[config.mk]
export PLATFORM = sky130hd
export DESIGN_NAME = bitwise_op_sequencer
export DESIGN_NICKNAME = d
export VERILOG_FILES = /design/src/rtl/bitwise_pkg.sv /design/src/rtl/lfsr_n.sv /design/src/rtl/bitwise_op_sequencer.sv
export SDC_FILE = /design/constraint.sdc
export NUM_CORES = 1
export LEC_CHECK = 0
export ABC_AREA = 1
export BUFFER_PORTS_ARGS = -buffer_cell sky130_fd_sc_hd__buf_4
export CORE_MARGIN = 2
export CORE_UTILIZATION = 56
export DETAILED_ROUTE_END_ITERATION = 6
export PLACE_DENSITY = 0.83
export SYNTH_ARGS = -nofsm -noshare
export SYNTH_HDL_FRONTEND = slang
export SYNTH_SLANG_ARGS = --single-unit
[constraint.sdc]
create_clock -name clk -period 3.3 [get_ports clk]
set_input_delay 0.165 -clock clk [delete_from_list [all_inputs] [get_ports clk]]
set_output_delay 0.165 -clock clk [all_outputs]
set_load 0.005 [all_outputs]
[src/rtl/bitwise_pkg.sv]
// Shared definitions for the bitwise-operations stimulus path.
// Contents: sequencer state enum, operand width, the four opcodes listed in
// Gray order, and the Gray-step function that advances an opcode.
package bitwise_pkg;

  localparam int WIDTH = 7;

  typedef enum logic [1:0] {
    ST_IDLE = 2'b00,
    ST_RUN  = 2'b01,
    ST_DONE = 2'b10
  } state_e;

  // Opcodes named by their position in the Gray walk 00 -> 01 -> 11 -> 10
  localparam logic [1:0] OP_G0 = 2'b00;
  localparam logic [1:0] OP_G1 = 2'b01;
  localparam logic [1:0] OP_G2 = 2'b11;
  localparam logic [1:0] OP_G3 = 2'b10;

  // Next opcode in the Gray walk; wraps from 10 back to 00
  function automatic logic [1:0] next_op(input logic [1:0] op);
    logic [1:0] nxt;
    case (op)
      OP_G0:   nxt = OP_G1;
      OP_G1:   nxt = OP_G2;
      OP_G2:   nxt = OP_G3;
      OP_G3:   nxt = OP_G0;
      default: nxt = OP_G0;
    endcase
    return nxt;
  endfunction

endpackage

[src/rtl/lfsr_n.sv]
// Fibonacci-style shift-left LFSR with a seed-load port.
// Ports:
//   clk, rst_n  clock and asynchronous active-low reset (reset value SEED)
//   load        load load_val on the next edge (has priority over step)
//   load_val    new seed; an all-zero seed is replaced by 1
//   step        advance one position on the next edge
//   q           current LFSR state (registered)
module lfsr_n #(
  parameter int unsigned      WIDTH = 7,
  parameter logic [WIDTH-1:0] TAPS  = 7'b1100000,
  parameter logic [WIDTH-1:0] SEED  = 7'h01
) (
  input  logic             clk,
  input  logic             rst_n,
  input  logic             load,
  input  logic [WIDTH-1:0] load_val,
  input  logic             step,
  output logic [WIDTH-1:0] q
);

  localparam logic [WIDTH-1:0] ZERO = {WIDTH{1'b0}};
  localparam logic [WIDTH-1:0] ONE  = {{(WIDTH-1){1'b0}}, 1'b1};

  logic [WIDTH-1:0] q_q;
  logic [WIDTH-1:0] q_d;

  // Next state: seed load wins over step; zero seed would lock the LFSR up
  always_comb begin
    q_d = q_q;
    if (load) begin
      if (load_val == ZERO) begin
        q_d = ONE;
      end else begin
        q_d = load_val;
      end
    end else if (step) begin
      q_d = {q_q[WIDTH-2:0], ^(q_q & TAPS)};
    end else begin
      q_d = q_q;
    end
  end

  // State register
  always_ff @(posedge clk or negedge rst_n) begin
    if (!rst_n) begin
      q_q <= SEED;
    end else begin
      q_q <= q_d;
    end
  end

  assign q = q_q;

endmodule

[src/rtl/bitwise_op_sequencer.sv]
// Burst stimulus source for bitwise_operations.
// A start in IDLE launches a burst of len beats on a valid/ready handshake;
// a and b come from two seedable LFSRs, op walks the Gray order.
// Ports:
//   clk, rst_n            clock, asynchronous active-low reset
//   start, len            burst request and length (sampled in IDLE only)
//   seed_load, seed_a/b   reseed the LFSRs (honoured in IDLE only)
//   out_valid, out_ready  beat handshake
//   a, b, op              beat payload (registered)
//   busy, done, count     status: busy in RUN/DONE, done pulse, beats accepted
module bitwise_op_sequencer
  import bitwise_pkg::*;
#(
  parameter int unsigned      WIDTH  = bitwise_pkg::WIDTH,
  parameter int unsigned      LEN_W  = 8,
  parameter logic [WIDTH-1:0] TAPS   = 7'b1100000,
  parameter logic [WIDTH-1:0] SEED_A = 7'h01,
  parameter logic [WIDTH-1:0] SEED_B = 7'h7F
) (
  input  logic             clk,
  input  logic             rst_n,
  input  logic             start,
  input  logic [LEN_W-1:0] len,
  input  logic             seed_load,
  input  logic [WIDTH-1:0] seed_a,
  input  logic [WIDTH-1:0] seed_b,
  output logic             out_valid,
  input  logic             out_ready,
  output logic [WIDTH-1:0] a,
  output logic [WIDTH-1:0] b,
  output logic [1:0]       op,
  output logic             busy,
  output logic             done,
  output logic [LEN_W-1:0] count
);

  localparam logic [LEN_W-1:0] LEN_ZERO = {LEN_W{1'b0}};
  localparam logic [LEN_W-1:0] LEN_ONE  = {{(LEN_W-1){1'b0}}, 1'b1};

  state_e           state_q, state_d;
  logic             out_valid_q, out_valid_d;
  logic             busy_q, busy_d;
  logic             done_q, done_d;
  logic [1:0]       op_q, op_d;
  logic [LEN_W-1:0] count_q, count_d;
  logic [LEN_W-1:0] len_q, len_d;

  logic             idle_s;
  logic             start_acc_s;
  logic             seed_ld_s;
  logic             hs_s;
  logic [LEN_W-1:0] count_inc_s;
  logic             last_hs_s;

  assign idle_s      = (state_q == ST_IDLE);
  assign start_acc_s = idle_s && start;
  assign seed_ld_s   = idle_s && seed_load;
  // out_valid is only ever high in RUN, so a handshake implies RUN
  assign hs_s        = out_valid_q && out_ready;
  assign count_inc_s = count_q + LEN_ONE;
  assign last_hs_s   = hs_s && (count_inc_s == len_q);

  // LFSR for operand a; seed load in IDLE lands before the first beat of a
  // simultaneously started burst because RUN's first beat is the next cycle
  lfsr_n #(
    .WIDTH (WIDTH),
    .TAPS  (TAPS),
    .SEED  (SEED_A)
  ) u_lfsr_a (
    .clk      (clk),
    .rst_n    (rst_n),
    .load     (seed_ld_s),
    .load_val (seed_a),
    .step     (hs_s),
    .q        (a)
  );

  lfsr_n #(
    .WIDTH (WIDTH),
    .TAPS  (TAPS),
    .SEED  (SEED_B)
  ) u_lfsr_b (
    .clk      (clk),
    .rst_n    (rst_n),
    .load     (seed_ld_s),
    .load_val (seed_b),
    .step     (hs_s),
    .q        (b)
  );

  // FSM state register
  always_ff @(posedge clk or negedge rst_n) begin
    if (!rst_n) begin
      state_q <= ST_IDLE;
    end else begin
      state_q <= state_d;
    end
  end

  // FSM next-state logic; a zero-length start goes straight to DONE
  always_comb begin
    state_d = state_q;
    case (state_q)
      ST_IDLE: begin
        if (start) begin
          if (len == LEN_ZERO) begin
            state_d = ST_DONE;
          end else begin
            state_d = ST_RUN;
          end
        end else begin
          state_d = ST_IDLE;
        end
      end
      ST_RUN: begin
        if (last_hs_s) begin
          state_d = ST_DONE;
        end else begin
          state_d = ST_RUN;
        end
      end
      ST_DONE: state_d = ST_IDLE;
      default: state_d = ST_IDLE;
    endcase
  end

  // FSM output decode from the next state, so the flags register in step
  // with the state they describe
  always_comb begin
    out_valid_d = 1'b0;
    busy_d      = 1'b0;
    done_d      = 1'b0;
    case (state_d)
      ST_IDLE: begin
        out_valid_d = 1'b0;
      end
      ST_RUN: begin
        out_valid_d = 1'b1;
        busy_d      = 1'b1;
      end
      ST_DONE: begin
        busy_d = 1'b1;
        done_d = 1'b1;
      end
      default: begin
        out_valid_d = 1'b0;
      end
    endcase
  end

  // Burst datapath next state: op, beat count and captured length
  always_comb begin
    op_d    = op_q;
    count_d = count_q;
    len_d   = len_q;
    if (start_acc_s) begin
      op_d    = OP_G0;
      count_d = LEN_ZERO;
      len_d   = len;
    end else if (hs_s) begin
      op_d    = next_op(op_q);
      count_d = count_inc_s;
    end else begin
      op_d    = op_q;
    end
  end

  // Registered outputs and burst datapath
  always_ff @(posedge clk or negedge rst_n) begin
    if (!rst_n) begin
      out_valid_q <= 1'b0;
      busy_q      <= 1'b0;
      done_q      <= 1'b0;
      op_q        <= OP_G0;
      count_q     <= LEN_ZERO;
      len_q       <= LEN_ZERO;
    end else begin
      out_valid_q <= out_valid_d;
      busy_q      <= busy_d;
      done_q      <= done_d;
      op_q        <= op_d;
      count_q     <= count_d;
      len_q       <= len_d;
    end
  end

  assign out_valid = out_valid_q;
  assign busy      = busy_q;
  assign done      = done_q;
  assign op        = op_q;
  assign count     = count_q;

endmodule

==> impl_metrics.prom <==
# TYPE chip_impl_metric gauge
chip_impl_metric{name="routedWlPerCell",unit="microns"} 12.4
chip_impl_info{name="grt_setup_unrepaired",value="no"} 1
chip_impl_info{name="regToRegStartpoint",value="count[0]"} 1
chip_impl_metric{name="mappedNetlistArea",unit="sq um"} 1930
chip_impl_metric{name="clk_path_buf_depth",unit=""} 2
chip_impl_metric{name="cpPeakStageDelay",unit="ns"} 0.44
chip_impl_metric{name="mappedNetlistNets",unit=""} 276
chip_impl_metric{name="gp_congestion",unit=""} 0.900
chip_impl_metric{name="maxSlewViolCount",unit=""} 0
chip_impl_info{name="ys_top_cells_by_count",value="62 x sky130_fd_sc_hd__nand2_1, 38 x sky130_fd_sc_hd__inv_1, 33 x sky130_fd_sc_hd__nand3_1, 29 x sky130_fd_sc_hd__dfrtp_1, 19 x sky130_fd_sc_hd__o21ai_0"} 1
chip_impl_info{name="outcome",value="finished, final reports clean"} 1
chip_impl_metric{name="placedCellCount",unit=""} 342
chip_impl_metric{name="port_buffers",unit=""} 53
chip_impl_metric{name="postLayoutSetupSlackWorst",unit="ns"} 1.35
chip_impl_metric{name="power_per_cell_area",unit="nW/um^2"} 726
chip_impl_metric{name="drt_iter0_drc",unit=""} 167
chip_impl_metric{name="hold_path_depth",unit=""} 3
chip_impl_info{name="synth_top_cells_by_area",value="sky130_fd_sc_hd__dfrtp_1 38%, sky130_fd_sc_hd__nand2_1 12%, sky130_fd_sc_hd__dfstp_2 11%"} 1
chip_impl_metric{name="number_of_antenna_violations_at_the_first_check_in_global_routing",unit=""} 0
chip_impl_metric{name="maximum_number_of_pins_on_one_net_before_global_route_repair",unit=""} 38
chip_impl_metric{name="final_cell_area",unit="sq um"} 2430
chip_impl_metric{name="cts_inserted_buffers",unit=""} 5
chip_impl_metric{name="worst_clock_skew",unit="ns"} 0.00627
chip_impl_metric{name="ys_ff_latch",unit=""} 37
chip_impl_metric{name="synthDominantCellAreaShare",unit="%"} 37.6
chip_impl_metric{name="cts_hold_buf",unit=""} 1
chip_impl_metric{name="detailroute.via_count",unit=""} 1848
chip_impl_metric{name="synth.yosys.warnings",unit=""} 0
chip_impl_info{name="critPathTopFamily",value="simple AND/OR/NAND/NOR gates"} 1
chip_impl_metric{name="worst_slew_pin_slew",unit="ns"} 0.533
chip_impl_metric{name="place_worst_setup_slack",unit="ns"} 1.38
chip_impl_info{name="timing.critical_path.to_type",value="register"} 1
chip_impl_metric{name="h-tree-depth",unit=""} 2
chip_impl_info{name="synth-main-ff-cell",value="sky130_fd_sc_hd__dfrtp_1"} 1
chip_impl_info{name="synthMostInstantiatedCell",value="sky130_fd_sc_hd__nand2_1"} 1
chip_impl_metric{name="placed_cell_area",unit="sq um"} 2370
chip_impl_metric{name="static-leakage-power",unit="nW"} 1.22
chip_impl_metric{name="firstDrtPassIters",unit=""} 4
chip_impl_metric{name="maxSlewHeadroom",unit="%"} 64.4
chip_impl_metric{name="path_depth",unit=""} 12
chip_impl_metric{name="path_max_fanout",unit=""} 5
chip_impl_metric{name="design.die.area",unit="sq um"} 3930
chip_impl_metric{name="drtAntennaViolNets",unit=""} 0
chip_impl_info{name="clockRootBuffer",value="sky130_fd_sc_hd__clkbuf_4"} 1
chip_impl_metric{name="remaining_drc_errors",unit=""} 0
chip_impl_metric{name="design.portCount",unit=""} 54
chip_impl_metric{name="routed_wire_length",unit="microns"} 4350
chip_impl_metric{name="via_count_of_the_first_global_routing_pass",unit=""} 1725
chip_impl_metric{name="synth_seq_area_share",unit="%"} 48.5
chip_impl_metric{name="hpwl",unit="microns"} 3360
chip_impl_info{name="hold_path_startpoint",value="len[3]"} 1
chip_impl_metric{name="clock_transition_time_at_the_flip_flop_clock_pins_of_the_worst_setup_and_hold_paths",unit="ns"} 0.10
chip_impl_metric{name="critical_path_required",unit="ns"} 3.58
chip_impl_metric{name="reg2reg_slack",unit="ns"} 1.35
chip_impl_metric{name="peakVddDrop",unit="mV"} 0.427
chip_impl_info{name="hp-class",value="input port to register"} 1
chip_impl_metric{name="synth_cell_type_count",unit=""} 29
chip_impl_metric{name="cp.arrival",unit="ns"} 2.24
chip_impl_info{name="hold_end",value="len_q[3]"} 1
chip_impl_metric{name="cell_count_after_synthesis",unit=""} 246
chip_impl_metric{name="postCtsSetupRepairBufs",unit=""} 0
chip_impl_metric{name="start_util",unit="%"} 58.2
chip_impl_metric{name="floorplan.rows",unit=""} 21
chip_impl_metric{name="setup_viol_count_final",unit=""} 0
chip_impl_metric{name="worst_r2r_path_depth",unit=""} 12
chip_impl_info{name="worst_setup_path_start_kind",value="register"} 1
chip_impl_metric{name="setup_total_negative_slack",unit="ns"} 0
chip_impl_metric{name="floorplan.core_area",unit="sq um"} 3310
chip_impl_info{name="netlist.top_cell.by_area",value="sky130_fd_sc_hd__dfrtp_1"} 1
chip_impl_info{name="crit_chain",value="ha_1 > nand2_1 > nand2_1 > nand2_1 > nand2_1 > nor2_1 > nand3_1 > nor2_1 > nand2_1 > a21oi_2 > ha_1 > inv_1"} 1
chip_impl_metric{name="synth-async-reset-ratio",unit="%"} 100
chip_impl_metric{name="max_freq",unit="MHz"} 512
chip_impl_metric{name="vias_per_cell",unit=""} 5.26
chip_impl_metric{name="chipWidth",unit="microns"} 62.7
chip_impl_metric{name="critical_path.n_buffers_inverters",unit=""} 1
chip_impl_metric{name="nNetsFinal",unit=""} 334
chip_impl_metric{name="final_hold_viol_count",unit=""} 0
chip_impl_metric{name="drv.max_cap_violation_count",unit=""} 0
chip_impl_metric{name="syn2layout_area_growth",unit="%"} 26.2
chip_impl_metric{name="dieHeight",unit="microns"} 62.7
chip_impl_metric{name="post_synth_edffs",unit=""} 0
chip_impl_metric{name="diodes",unit=""} 0
chip_impl_metric{name="overflow_left_after_global_routing",unit=""} 0
chip_impl_metric{name="fraction_of_layout_cells_with_a_size_suffix_above_1",unit="%"} 25.9
chip_impl_metric{name="min_tclk_post_route",unit="ns"} 1.95
chip_impl_metric{name="postSynthAreaPerCell",unit="sq um"} 7.84
chip_impl_metric{name="timing.hold.ws",unit="ns"} 0.0346
chip_impl_info{name="worstSetupPathType",value="register to register"} 1
chip_impl_metric{name="worst_skew_pair.late_latency",unit="ns"} 0.34
chip_impl_info{name="worstReg2RegEnd",value="busy"} 1
chip_impl_metric{name="clock-sinks",unit=""} 37
chip_impl_info{name="cp_common_cell",value="sky130_fd_sc_hd__nand2_1"} 1
chip_impl_info{name="cts_tree",value="yes"} 1
chip_impl_metric{name="period_share",unit="%"} 59.2
chip_impl_metric{name="groute.usage.overall",unit="%"} 24.5
chip_impl_metric{name="cts_repair_resize_count",unit=""} 0
chip_impl_info{name="worst_path_max_delay_cell",value="sky130_fd_sc_hd__dfrtp_1"} 1
chip_impl_metric{name="finalNonFillerCells",unit=""} 351
chip_impl_metric{name="grt_pass1_wl",unit="microns"} 7490
## power by group
| group | internal [W] | leakage (nW) | total (W) | switching [W] |
|---|---|---|---|---|
| logic | 0.000352 | 0.748 | 0.000732 | 0.000380 |
| registers | 0.000658 | 0.448 | 0.000807 | 0.000150 |
| clock network | 0.0000849 | 0.0265 | 0.000226 | 0.000141 |
## worst max-delay path by stage
stage	from	end	slack, ns
floorplan	count[0]	busy	1.54
global placement	count[0]	busy	1.40
detailed placement	count[0]	busy	1.38
CTS	count[0]	busy	1.36
global route	count[0]	busy	1.16
finish	count[0]	busy	1.35
## state kept, by name (all words and copies together), names as in the netlist
| register | flops |
|---|---|
| count | 8 |
| len_q | 8 |
| u_lfsr_a.q | 7 |
| u_lfsr_b.q | 7 |
| op | 2 |
| state_q | 2 |
| busy | 1 |
| done | 1 |
| out_valid | 1 |
## cells by family (layout without fill, tap and decap cells)
kind of cell             Yosys count  count (layout)  synth area share [%]
buffers and inverters             45             104                  8.89
adder cells (fa/ha/maj)            3               3                  1.95
AND/OR/NAND/NOR                  121             121                  27.8
flip-flops                        37              37                  48.5
AO/OA/AOI/OAI                     40              40                  12.8
## worst register-to-register path: cells and delay by family (launching register included)
family,cells,cell delay (ns)
flops,1,0.44
buf+inv,1,0.05
compound gates,1,0.13
fa+ha+maj,2,0.46
simple gates,8,0.83
## cell usage in the layout (no fill, tap or decap), types with 2 or more instances in the layout
master                      n
sky130_fd_sc_hd__nand2_1   62
sky130_fd_sc_hd__buf_4     54
sky130_fd_sc_hd__inv_1     38
sky130_fd_sc_hd__nand3_1   33
sky130_fd_sc_hd__dfrtp_1   29
sky130_fd_sc_hd__o21ai_0   19
sky130_fd_sc_hd__nor2_1    11
sky130_fd_sc_hd__dfstp_2    8
sky130_fd_sc_hd__o211ai_1   6
sky130_fd_sc_hd__o22ai_1    5
sky130_fd_sc_hd__clkbuf_4   5
sky130_fd_sc_hd__nor2_2     4
sky130_fd_sc_hd__nor3_1     3
sky130_fd_sc_hd__ha_1       3
sky130_fd_sc_hd__clkbuf_1   3
sky130_fd_sc_hd__a21oi_1    2
sky130_fd_sc_hd__nand3b_1   2
sky130_fd_sc_hd__nand2_2    2
sky130_fd_sc_hd__inv_2      2
sky130_fd_sc_hd__o221ai_1   2
sky130_fd_sc_hd__o311ai_0   2
## per-layer routing
| layer | part of all wire (%) | track usage, % |
|---|---|---|
| met1 | 43 | 29.3 |
| met2 | 48 | 41.3 |
| met3 | 7.8 | 7.39 |
| met4 | 1.5 | 10.0 |
| met5 | 0 | 0 |
## stage by stage
step	util [%]	total power (W)
CTS	73.5	0.00178
global placement	71.7	0.00153
global route	73.5	0.00193
floorplan	-	0.00121
detailed placement	71.7	0.00155
finish	73.5	0.00177
## area by class of cell
type	instances	area, sq um
Fill cell	299	878
Tap cell	46	57.6
Clock buffer	8	48.8
Sequential cell	37	936
Multi-Input combinational cell	164	821
Inverter	41	154
Timing Repair Buffer	55	415
Power figures use the tool's default switching activity.
